`src/rtl/mul_acc_seq_pkg.sv`:
```
// Shared constants and FSM state type for the sequential multiply-accumulate block.
package mul_acc_seq_pkg;

    localparam int unsigned PROD_W = 8;
    localparam int unsigned LEN_W  = 4;

    // One-hot encoding so the status outputs decode from a single state bit.
    typedef enum logic [2:0] {
        IDLE = 3'b001,
        ACC  = 3'b010,
        DONE = 3'b100
    } state_t;

endpackage : mul_acc_seq_pkg

```
`src/rtl/mul_acc_seq_sat_add.sv`:
```
// Signed ACC_W + PROD_W adder that clamps to the ACC_W two's-complement range.
module sat_add
    import mul_acc_seq_pkg::*;
#(
    parameter int unsigned ACC_W = 10
) (
    input  logic [ACC_W-1:0]  a,
    input  logic [PROD_W-1:0] b,
    output logic [ACC_W-1:0]  y,
    output logic              sat
);

    localparam int unsigned EXT_W = ACC_W + 1;
    localparam logic [ACC_W-1:0] SAT_MAX = {1'b0, {(ACC_W-1){1'b1}}};
    localparam logic [ACC_W-1:0] SAT_MIN = {1'b1, {(ACC_W-1){1'b0}}};

    logic [EXT_W-1:0] a_ext;
    logic [EXT_W-1:0] b_ext;
    logic [EXT_W-1:0] sum_ext;

    assign a_ext   = {a[ACC_W-1], a};
    assign b_ext   = {{(EXT_W-PROD_W){b[PROD_W-1]}}, b};
    assign sum_ext = a_ext + b_ext;

    // The extra bit disagreeing with the ACC_W sign bit means the sum left the range.
    always_comb begin
        sat = sum_ext[EXT_W-1] ^ sum_ext[EXT_W-2];
        y   = sum_ext[ACC_W-1:0];
        if (sat) begin
            y = sum_ext[EXT_W-1] ? SAT_MIN : SAT_MAX;
        end
    end

endmodule : sat_add

```
`src/rtl/mul_acc_seq.sv`:
```
// Sequential accumulator of signed products with saturation and a result handshake.
module mul_acc_seq
    import mul_acc_seq_pkg::*;
#(
    parameter int unsigned ACC_W = 10
) (
    input  logic              clk,
    input  logic              rst,
    input  logic              start,
    input  logic [LEN_W-1:0]  len,
    input  logic              in_valid,
    input  logic [PROD_W-1:0] prod,
    output logic              in_ready,
    input  logic              out_ready,
    output logic              out_valid,
    output logic [ACC_W-1:0]  acc_out,
    output logic              ovf,
    output logic              busy
);

    state_t             state;
    state_t             state_nxt;
    logic [ACC_W-1:0]   acc_q;
    logic [ACC_W-1:0]   acc_nxt;
    logic               ovf_q;
    logic               ovf_nxt;
    logic [LEN_W-1:0]   rem_q;
    logic [LEN_W-1:0]   rem_nxt;
    logic [ACC_W-1:0]   sum_sat;
    logic               sum_clamped;

    sat_add #(
        .ACC_W (ACC_W)
    ) u_sat_add (
        .a   (acc_q),
        .b   (prod),
        .y   (sum_sat),
        .sat (sum_clamped)
    );

    // Next-state, datapath updates and status outputs decoded from the current state.
    always_comb begin
        state_nxt = state;
        acc_nxt   = acc_q;
        ovf_nxt   = ovf_q;
        rem_nxt   = rem_q;
        in_ready  = 1'b0;
        out_valid = 1'b0;
        busy      = 1'b0;
        unique case (state)
            IDLE: begin
                if (start) begin
                    acc_nxt   = '0;
                    ovf_nxt   = 1'b0;
                    rem_nxt   = len;
                    state_nxt = (len == '0) ? DONE : ACC;
                end
            end
            ACC: begin
                in_ready = 1'b1;
                busy     = 1'b1;
                if (in_valid) begin
                    acc_nxt = sum_sat;
                    ovf_nxt = ovf_q | sum_clamped;
                    rem_nxt = rem_q - LEN_W'(1);
                    if (rem_q == LEN_W'(1)) begin
                        state_nxt = DONE;
                    end
                end
            end
            DONE: begin
                out_valid = 1'b1;
                busy      = 1'b1;
                if (out_ready) begin
                    state_nxt = IDLE;
                end
            end
            default: begin
                state_nxt = IDLE;
            end
        endcase
    end

    // State and datapath registers; synchronous reset wins over every other input.
    always_ff @(posedge clk) begin
        if (rst) begin
            state <= IDLE;
            acc_q <= '0;
            ovf_q <= 1'b0;
            rem_q <= '0;
        end else begin
            state <= state_nxt;
            acc_q <= acc_nxt;
            ovf_q <= ovf_nxt;
            rem_q <= rem_nxt;
        end
    end

    assign acc_out = acc_q;
    assign ovf     = ovf_q;

endmodule : mul_acc_seq

```
`config.mk`:
```
export PLATFORM = sky130hd
export DESIGN_NAME = mul_acc_seq
export DESIGN_NICKNAME = d
export VERILOG_FILES = /design/src/rtl/mul_acc_seq_pkg.sv /design/src/rtl/mul_acc_seq_sat_add.sv /design/src/rtl/mul_acc_seq.sv
export SDC_FILE = /design/constraint.sdc
export NUM_CORES = 1
export LEC_CHECK = 0
export ABC_AREA = 1
export ABC_CLOCK_PERIOD_IN_PS = 2650
export CAP_MARGIN = 30
export CORE_MARGIN = 4
export CORE_UTILIZATION = 51
export CTS_CLUSTER_DIAMETER = 100
export DETAILED_ROUTE_END_ITERATION = 7
export PLACE_DENSITY_LB_ADDON = 0.2
export SLEW_MARGIN = 20
export SYNTH_ARGS = -nofsm -noshare
export SYNTH_HDL_FRONTEND = slang
export SYNTH_SLANG_ARGS = --single-unit
```
`constraint.sdc`:
```
create_clock -name clk -period 2.65 [get_ports clk]
set_clock_uncertainty 0.15 [all_clocks]
set_input_delay 0.3975 -clock clk [delete_from_list [all_inputs] [get_ports clk]]
set_output_delay 0.3975 -clock clk [all_outputs]
set_load 0.05 [all_outputs]
```
==> flow_summary.yaml <==
synth:
  yosysWarningCount: 0
  ys_types: 31
  ys.flop_type: "dfxtp_1"
  yosysSeqAreaShare_pct: 24.62
  yosys_register_bits: 18
  syn-num-nets: 253
  synth_edf_count: 0
  synth_area_per_cell_um2: 6.565
  syn-cell-area_mm2: 0.001464
  synthCells: 223
  async_flop_share_pct: 0
clocking:
  cts_root_buffer: "clkbuf_4"
  cts_tree: "done"
  cts_resized: 0
  clkLatencyLatePin_ns: 0.28
  postCtsSetupBuffers: 0
  cts_sinks: 18
  cts_max_path_buffers: 2
  hold_buffers: 0
  cts_made_buffers: 3
  clk_pin_slew_ns: 0.09
  cts_htree_levels: 1
global_routing:
  overflow: 0
  grt_pass1_wl_um: 5375
  grt_max_degree: 18
  grt_pass1_vias: 1242
  antenna_found_initial: 0
  groute.usage.overall_pct: 18.48
sta:
  min_period_ns: 2.433
  tightest_slew_ns: 0.5603
  timing.fmax_ghz: 0.4110
  slew_viol_final: 0
  rsz0062_at_grt: "no"
  fin_tns_setup_ns: 0
  setup_violations: 0
  period_share_pct: 91.82
  hold_slack_ns: 0.3287
  hold_viol: 0
  max_slew_margin_pct: 62.53
layout:
  antennaDiodeCount: 0
  synthToLayoutAreaGrowth_pct: 24.87
  fillers: 257
  final_cell_mix: "nand2_1 (61), clkdlybuf4s50_1 (30), inv_1 (29), a21oi_1 (21)"
  multi_input_area_um2: 963.4
  regArea_um2: 360.3
  layout.nets: 287
  post_route_cells_drive_above_1_share_pct: 9.412
  final_common_cell: "nand2_1"
  final_core_util_pct: 66.29
  fin_cells: 286
run_status:
  status: "finished clean"
routing:
  vias_per_cell: 5.157
  drt-total-wl_um: 3233
  wl_per_cell_um: 11.30
  first_pass_iters: 4
  ant_nets: 0
  drc: 0
  vias: 1475
  drt_iter0_markers: 62
power_and_ir_drop:
  p_leak_nw: 0.8516
  total_power_mw: 1.227
  vdd_drop_max_v: 0.0008298
  power_density_mw_per_mm2: 671.2
placement:
  place.gp.congestion: 0.8817
  placedCellCount: 283
  portBuffers: 30
  dp_hpwl_um: 2619
die:
  die_area_mm2: 0.003791
  core_area_mm2: 0.002758
  row_count: 19
  die_h_um: 61.58
  initial_core_util_pct: 53.09
  die_x_um: 61.58
  io_pins: 31
min_path:
  worstHoldPathType: "reg2reg"
setup_path:
  path_max_fanout: 4
  critPathRequiredTime_ns: 2.10
  timing.critical_path.arrival_ns: 1.89
  crit_type: "reg2out"
  critPathLaunchType: "flip-flop"
  rrSetupSlack_ns: 0.49
  endpoint_kind: "primary output"
job:
  cap_viol_max_count: 0
per-layer routing:
layer,vias to the layer above,wire (µm),GRT usage [%]
li1,799,-,-
met5,-,0,0
met1,641,1673,26.73
met3,4,169,4.612
met4,0,36,2.121
met2,31,1354,28.55
where the power goes:
group	total, mW	internal [mW]	switching, mW
clock	0.126	0.0527	0.0729
combinational	0.720	0.261	0.459
sequential	0.382	0.333	0.0493
final timing paths:
| check | to | from | depth (start not counted) |
|---|---|---|---|
| setup / recovery | busy | state[2] | 5 |
| hold reg to reg | ovf | ovf | 2 |
| setup reg to reg | acc_out[7] | acc_out[0] | 12 |
| hold / removal | ovf | ovf | 2 |
stage by stage:
stage	setup WS, ns	area [µm²]
5_1_grt	0.1110	1828
6_report	0.2167	1828
3_3_place_gp	0.04795	1805
3_5_place_dp	0.002909	1805
2_1_floorplan	0.1958	1464
4_1_cts	0.2154	1828
cells by family after synthesis:
group	share of synthesized area (%)
compound gates	15.38
xor+xnor	4.188
fa+ha+maj	11.62
buf+inv	9.572
flops	24.62
simple gates	34.62
cell usage after synthesis, types with 2 or more instances:
library cell / count / share of area (%)
a211oi_1: 6 / 3.1
a21oi_1: 21 / 7.2
a21oi_2: 2 / 1.2
dfxtp_1: 18 / 25
ha_1: 12 / 10
inv_1: 29 / 7.4
inv_2: 3 / 0.77
nand2_1: 61 / 16
nand2_2: 6 / 2.6
nand3_1: 18 / 6.2
nand3_2: 2 / 1.4
nand4_1: 5 / 2.1
nor2_1: 12 / 3.1
nor2_2: 2 / 0.85
nor4_1: 2 / 0.85
o21ai_0: 4 / 1.4
xnor2_1: 3 / 1.8
xor2_1: 4 / 2.4
worst max-delay path, cell delays in order, from the launching register on:
cell and delay, ns:
dfxtp_1 0.35, inv_1 0.07, nand3_1 0.11, inv_1 0.10, or2_2 0.27, clkdlybuf4s50_1 0.70
layout make-up:
cell class              instances  area share, %
multi-input cells             169          52.70
flip-flops and latches         18          19.71
repair buffers                 33          17.66
inverters                      32          6.571
well taps                      31          2.122
clock buffers                   3          1.232
state kept, by name, summed over array words and instances, names as in the netlist:
name and flops:
state 3, acc_out 10, rem_q 4, ovf 1
(Power assumes the default switching activity.)
